--- src/rtl/uart_prog_loader.sv ---
// Packet-based progmem loader: parses SOP/CMD/LEN/data/CS/EOP frames from the UART RX
// byte stream, issues one 32-bit progmem write per word and answers with one response byte.
module uart_prog_loader #(
  parameter logic [7:0]  SOP      = 8'h23,
  parameter logic [7:0]  EOP      = 8'h0D,
  parameter logic [7:0]  CMD_WR   = 8'h07,
  parameter logic [7:0]  ACK_OK   = 8'h55,
  parameter logic [15:0] DISP_RST = 16'd1234
) (
  input  logic        clk_bufg,
  input  logic        resetn,
  input  logic        prog_en,
  input  logic [7:0]  rx_data,
  input  logic        rx_valid,
  input  logic        tx_ready,
  output logic [7:0]  tx_data,
  output logic        tx_start,
  output logic        pm_wen,
  output logic [31:0] pm_addr,
  output logic [31:0] pm_wdata,
  output logic [7:0]  cmd,
  output logic [15:0] disp,
  output logic [5:0]  status
);

  localparam int unsigned ST_W  = 4;
  localparam int unsigned CNT_W = 16;

  localparam logic [ST_W-1:0] ST_WAIT_SOP = 4'd0;
  localparam logic [ST_W-1:0] ST_CMD      = 4'd1;
  localparam logic [ST_W-1:0] ST_LEN_LB   = 4'd2;
  localparam logic [ST_W-1:0] ST_LEN_HB   = 4'd3;
  localparam logic [ST_W-1:0] ST_D0       = 4'd4;
  localparam logic [ST_W-1:0] ST_D1       = 4'd5;
  localparam logic [ST_W-1:0] ST_D2       = 4'd6;
  localparam logic [ST_W-1:0] ST_D3       = 4'd7;
  localparam logic [ST_W-1:0] ST_CS       = 4'd8;
  localparam logic [ST_W-1:0] ST_EOP      = 4'd9;
  localparam logic [ST_W-1:0] ST_FIN      = 4'd10;
  localparam logic [ST_W-1:0] ST_ERR      = 4'd11;

  logic [ST_W-1:0]  state, state_nxt;
  logic [7:0]       checksum, checksum_nxt;
  logic [CNT_W-1:0] count, count_nxt;
  logic [CNT_W-1:0] length, length_nxt;
  logic [23:0]      word, word_nxt;
  logic [7:0]       tx_data_nxt, cmd_nxt;
  logic             tx_start_nxt, pm_wen_nxt;
  logic [31:0]      pm_addr_nxt, pm_wdata_nxt;
  logic [15:0]      disp_nxt;
  logic [5:0]       status_nxt;
  logic [CNT_W-1:0] count_inc;
  logic [CNT_W-1:0] length_full;

  assign count_inc   = count + CNT_W'(1);
  assign length_full = {rx_data, length[7:0]};

  // State and datapath registers
  always_ff @(posedge clk_bufg) begin
    if (!resetn) begin
      state    <= ST_WAIT_SOP;
      checksum <= '0;
      count    <= '0;
      length   <= '0;
      word     <= '0;
      tx_data  <= '0;
      tx_start <= 1'b0;
      pm_wen   <= 1'b0;
      pm_addr  <= 32'hFFFF_FFFF;
      pm_wdata <= '0;
      cmd      <= '0;
      disp     <= DISP_RST;
      status   <= '0;
    end else begin
      state    <= state_nxt;
      checksum <= checksum_nxt;
      count    <= count_nxt;
      length   <= length_nxt;
      word     <= word_nxt;
      tx_data  <= tx_data_nxt;
      tx_start <= tx_start_nxt;
      pm_wen   <= pm_wen_nxt;
      pm_addr  <= pm_addr_nxt;
      pm_wdata <= pm_wdata_nxt;
      cmd      <= cmd_nxt;
      disp     <= disp_nxt;
      status   <= status_nxt;
    end
  end

  // Next-state and next-output logic; strobes default low every cycle
  always_comb begin
    state_nxt    = state;
    checksum_nxt = checksum;
    count_nxt    = count;
    length_nxt   = length;
    word_nxt     = word;
    tx_data_nxt  = tx_data;
    tx_start_nxt = 1'b0;
    pm_wen_nxt   = 1'b0;
    pm_addr_nxt  = pm_addr;
    pm_wdata_nxt = pm_wdata;
    cmd_nxt      = cmd;
    disp_nxt     = disp;
    status_nxt   = status;

    if (!prog_en) begin
      state_nxt = ST_WAIT_SOP;
    end else begin
      case (state)
        ST_WAIT_SOP: begin
          status_nxt = '0;
          count_nxt  = '0;
          cmd_nxt    = '0;
          if (rx_valid && rx_data == SOP) begin
            checksum_nxt = '0;
            length_nxt   = '0;
            status_nxt   = 6'b00_0001;
            state_nxt    = ST_CMD;
          end
        end
        ST_CMD: begin
          if (rx_valid) begin
            cmd_nxt   = rx_data;
            state_nxt = ST_LEN_LB;
          end
        end
        ST_LEN_LB: begin
          if (rx_valid) begin
            length_nxt[7:0] = rx_data;
            state_nxt       = ST_LEN_HB;
          end
        end
        ST_LEN_HB: begin
          if (rx_valid) begin
            length_nxt = length_full;
            state_nxt  = (length_full == '0) ? ST_CS : ST_D0;
          end
        end
        ST_D0: begin
          if (rx_valid) begin
            word_nxt[7:0] = rx_data;
            checksum_nxt  = checksum + rx_data;
            state_nxt     = ST_D1;
          end
        end
        ST_D1: begin
          if (rx_valid) begin
            word_nxt[15:8] = rx_data;
            checksum_nxt   = checksum + rx_data;
            state_nxt      = ST_D2;
          end
        end
        ST_D2: begin
          if (rx_valid) begin
            word_nxt[23:16] = rx_data;
            checksum_nxt    = checksum + rx_data;
            state_nxt       = ST_D3;
          end
        end
        ST_D3: begin
          // Last byte of a word: commit the write and advance the word address
          if (rx_valid) begin
            checksum_nxt  = checksum + rx_data;
            pm_wdata_nxt  = {rx_data, word};
            pm_addr_nxt   = {16'd0, count};
            pm_wen_nxt    = (cmd == CMD_WR);
            count_nxt     = count_inc;
            disp_nxt      = count_inc;
            status_nxt[1] = 1'b1;
            state_nxt     = (count_inc == length) ? ST_CS : ST_D0;
          end
        end
        ST_CS: begin
          status_nxt[2] = 1'b1;
          if (rx_valid) state_nxt = (rx_data == checksum) ? ST_EOP : ST_ERR;
        end
        ST_EOP: begin
          status_nxt[3] = 1'b1;
          if (rx_valid) state_nxt = (rx_data == EOP) ? ST_FIN : ST_ERR;
        end
        ST_FIN: begin
          status_nxt[5] = 1'b1;
          tx_data_nxt   = ACK_OK;
          if (tx_ready) begin
            tx_start_nxt = 1'b1;
            state_nxt    = ST_WAIT_SOP;
          end
        end
        ST_ERR: begin
          status_nxt[4] = 1'b1;
          tx_data_nxt   = checksum;
          if (tx_ready) begin
            tx_start_nxt = 1'b1;
            state_nxt    = ST_WAIT_SOP;
          end
        end
        default: state_nxt = ST_WAIT_SOP;
      endcase
    end
  end

endmodule

--- config.mk ---
export PLATFORM = sky130hd
export DESIGN_NAME = uart_prog_loader
export DESIGN_NICKNAME = d
export VERILOG_FILES = /design/src/rtl/uart_prog_loader.sv
export SDC_FILE = /design/constraint.sdc
export NUM_CORES = 1
export LEC_CHECK = 0
export BUFFER_PORTS_ARGS = -buffer_cell sky130_fd_sc_hd__buf_2
export CAP_MARGIN = 25
export CORE_UTILIZATION = 50
export CTS_CLUSTER_SIZE = 16
export DETAILED_ROUTE_END_ITERATION = 10
export PLACE_DENSITY = 0.72
export SETUP_SLACK_MARGIN = 0.4
export SLEW_MARGIN = 10
export SYNTH_ARGS = -nofsm -noshare
export SYNTH_HDL_FRONTEND = slang
export SYNTH_SLANG_ARGS = --single-unit
--- constraint.sdc ---
create_clock -name clk_bufg -period 5.6 [get_ports clk_bufg]
set_clock_uncertainty 0.1 [all_clocks]
set_input_delay 1.12 -clock clk_bufg [delete_from_list [all_inputs] [get_ports clk_bufg]]
set_output_delay 1.12 -clock clk_bufg [all_outputs]
set_load 0.02 [all_outputs]
==> impl_metrics.csv <==
group,metric,value,unit
status,status,"complete, no violations",
logic_synthesis,synth_compound_area_share,17.2,%
placed_design,placed_area,7830,um2
drt,route.met2.wl,8150,um
logic_synthesis,ys_ff_latch,157,
power_and_ir_drop,p_total,2380,uW
die,die-width,123,um
clock_network,hold_buffers,0,
logic_synthesis,synth_fa_ha_area_share,1.63,%
logic_synthesis,syn_area_per_cell,8.43,um2
power_and_ir_drop,leakage,0.00336,uW
drt,drtPass1Iterations,6,
finish,design_area,8440,um2
clock_network,clkLatencyLatePin,420,ps
die,fp-row-count,44,
critical_path,critical_path_buf_inv_count,1,
drt,drt-met1-wl,8690,um
drt,routedWlPerCell,16.0,um
power_and_ir_drop,intPower,1870,uW
logic_synthesis,yosysSeqAreaShare,42.6,%
logic_synthesis,ys_top_cells_by_area,"dfxtp_1 (43%), nand2_1 (7.6%), a21boi_0 (6.0%)",
finish,n_antenna_cell,0,
critical_path,crit_path_max_incr_delay,590,ps
critical_path,crit_required,5810,ps
logic_synthesis,netlist_instances,875,
drt,routed_via_density,5.57,
global_routing,grt_antenna_before_repair,0,
logic_synthesis,yosys.area_share.simple,25.4,%
global_routing,grt_use_total,24.3,%
placed_design,place.gp.congestion,0.865,
power_and_ir_drop,p_clk_share,50.2,%
critical_path,critPathTopFamily,"simple AND/OR/NAND/NOR gates",
logic_synthesis,yosysTopAreaCell,"dfxtp_1",
logic_synthesis,synth_xor_area_share,3.53,%
critical_path,path_class,"in2reg",
critical_path,cpMaxStageDelayCell,"nand2_2",
global_routing,overflow,0,
critical_path,cp.arrival,3400,ps
logic_synthesis,synth.cell_area,7370,um2
drt,dr.first_iter.drc_count,427,
critical_path,r2r-end,"state[2]$_SDFFE_PN0P_",
finish,fin_nets,951,
clock_network,cts_inserted_buffers,17,
drt,vias,6271,
logic_synthesis,synth_enable_flop_cells,0,
logic_synthesis,synth_top_family_by_area,"simple AND/OR/NAND/NOR gates",
power_and_ir_drop,powerDensity,282,nW/um2
die,core,14500,um2
drt,ant_nets,0,
critical_path,endpoint_kind,"flip-flop",
logic_synthesis,yosysTopAreaCellShare,42.6,%
critical_path,crit_chain,"buf_2 > and3_1 > nand2_2 > nand2_1 > o21ai_0 > a22oi_1 > nor2b_1",
drt,wirelength,18000,um
global_routing,grt_pass1_wl,28500,um
power_and_ir_drop,ir_drop,0.000216,V
finish,syn_to_final_growth,14.5,%
finish,nFillCells,1321,
timing,period_minus_slack,3190,ps
global_routing,grt_pass1_vias,5555,
hold_path,hold_class,"reg2reg",
die,dieArea,15200,um2
clock_network,path_clk_slew,60,ps
clock_network,cts-htree-levels,4,
timing,rsz0062_at_grt,"no",
placed_design,dp_hpwl,11600,um
logic_synthesis,synth_nets,897,
global_routing,grt_max_degree,108,
power_and_ir_drop,p_comb_share,2.8,%
logic_synthesis,synthArstFlopShare,0,%
finish,layout_common_cells,"dfxtp_1 (157), nand2_1 (149), buf_2 (115)",
clock_network,cts-root-buf,"clkbuf_16",
hold_path,hold_depth,2,
flow_run,cap_viol_max_count,0,
finish,final_common_cell,"dfxtp_1",
finish,fin_cells,1125,
die,die_y,123,um
clock_network,cts.sinks,157,
power_and_ir_drop,power_switching,505,uW
die,ios,117,
logic_synthesis,ys_types,61,
clock_network,cts_max_path_buffers,2,
finish,drive_gt1_share,17.0,%
timing,fin_crit_sh,56.9,%
timing,finalHoldViolCount,0,
clock_network,cts_setup_buffers,0,
timing,setup_viol,0,
timing,hold_slack,362,ps
drt,drc,0,
critical_path,crit_fanout,46,
drt,route.met3.wl,914,um
die,initial_utilization,50.9,%
critical_path,start_kind,"input pin",
placed_design,portBuffers,116,
logic_synthesis,synth-warning-count,0,
timing,worst-slew-pin-transition,977,ps
critical_path,r2r_slack,2420,ps
hold_path,hp-start,"tx_data[5]$_SDFFE_PN0P_",
timing,max_slew_margin,34.5,%
clock_network,ctsResizeCount,0,
drt,top_layer,"met4",
logic_synthesis,synthFlopType,"dfxtp_1",
placed_design,placed_cells,1094,
timing,fmax,314,MHz
timing,slew_violations,0,
logic_synthesis,synthMuxAreaShare,3.53,%
clock_network,cts_tree,"yes",
power_and_ir_drop,swShare,21.2,%
timing,tns,0,ps
power_and_ir_drop,seq_power_share,46.9,%
critical_path,r2r-start,"count[2]$_SDFFE_PN0P_",
hold_path,hold_end,"tx_data[5]$_SDFFE_PN0P_",
critical_path,r2r_cells,7,
## metal layers
metal  global-route usage, %  up-vias
met5                       0        -
met4                    6.93        0
met3                    5.67       20
met2                    37.5      189
met1                    33.7     2947
li1                        -     3115
## power groups by stage
stage	clock network (uW)	registers (uW)	logic (uW)
after floorplan	0	1140	45.0
after global placement	0	1140	65.4
after detailed placement	0	1140	65.8
after CTS	1210	1120	66.0
after global routing	1260	1120	71.3
final	1200	1120	66.8
## cell type report
class | instances | area [um2] | area share [%]
Multi-Input combinational cell | 620 | 3790 | 45.0
Sequential cell | 157 | 3140 | 37.2
Timing Repair Buffer | 121 | 621 | 7.35
Clock buffer | 22 | 474 | 5.62
Tap cell | 184 | 230 | 2.73
Clock inverter | 9 | 133 | 1.57
Inverter | 12 | 45.0 | 0.534
## cells in the mapped netlist, drive strengths merged (2+ instances only)
master and number:
nand2 150, buf 30, nor2 48, a31oi 4, and2 8, a211oi 2, o221ai 2, o31ai 3
inv 12, nor4 10, nand3 33, nor3b 2, nand2b 5, a21o 4, o21ai 37, o22ai 2
xnor2 16, nand4b 2, xor2 6, or2 2, nand3b 7, nor3 19, o211a 13, and4 2
nand4 19, or3 9, ha 8, a22oi 19, nor2b 60, a21oi 16, and3 3, a2111oi 3
xnor3 3, clkbuf 56, mux2i 26, dfxtp 157, o211ai 4, a21boi 59
## sequential cells by signal, indices dropped and copies added, names as in the netlist
| name | flops |
|---|---|
| pm_wdata | 32 |
| word | 24 |
| pm_addr | 17 |
| count | 16 |
| disp | 16 |
| length | 16 |
| checksum | 8 |
| cmd | 8 |
| tx_data | 8 |
| status | 6 |
| state | 4 |
| pm_wen | 1 |
| tx_start | 1 |
## tightest hold or removal path, cell delays in order, from the launching register on
cell and delay (ps):
dfxtp_1 310, nand2_1 50, a21boi_0 60
## cell families after synthesis
logic type / Yosys count
buffers and inverters: 98
AO/OA/AOI/OAI: 180
multiplexers: 26
XOR/XNOR: 25
flip-flops: 157
adder cells (fa/ha/maj): 9
AND/OR/NAND/NOR: 380
## through the flow
step / util, % / setup slack, ps
floorplan: - / 2570
global placement: 54.1 / 2070
detailed placement: 54.1 / 2050
CTS: 58.3 / 2460
global route: 58.3 / 2220
finish: 58.3 / 2410
## worst max path at each step
stage	startpoint	end	slack [ps]	cells past startpoint
floorplan	rx_data[4]	length[13]$_SDFFE_PN0P_	2570	7
global placement	rx_valid	count[15]$_SDFFE_PN0P_	2070	7
detailed placement	rx_valid	count[15]$_SDFFE_PN0P_	2050	7
CTS	rx_valid	count[15]$_SDFFE_PN0P_	2460	7
global route	count[0]$_SDFFE_PN0P_	state[2]$_SDFFE_PN0P_	2220	8
finish	rx_valid	count[15]$_SDFFE_PN0P_	2410	7
(Power assumes the default switching activity.)
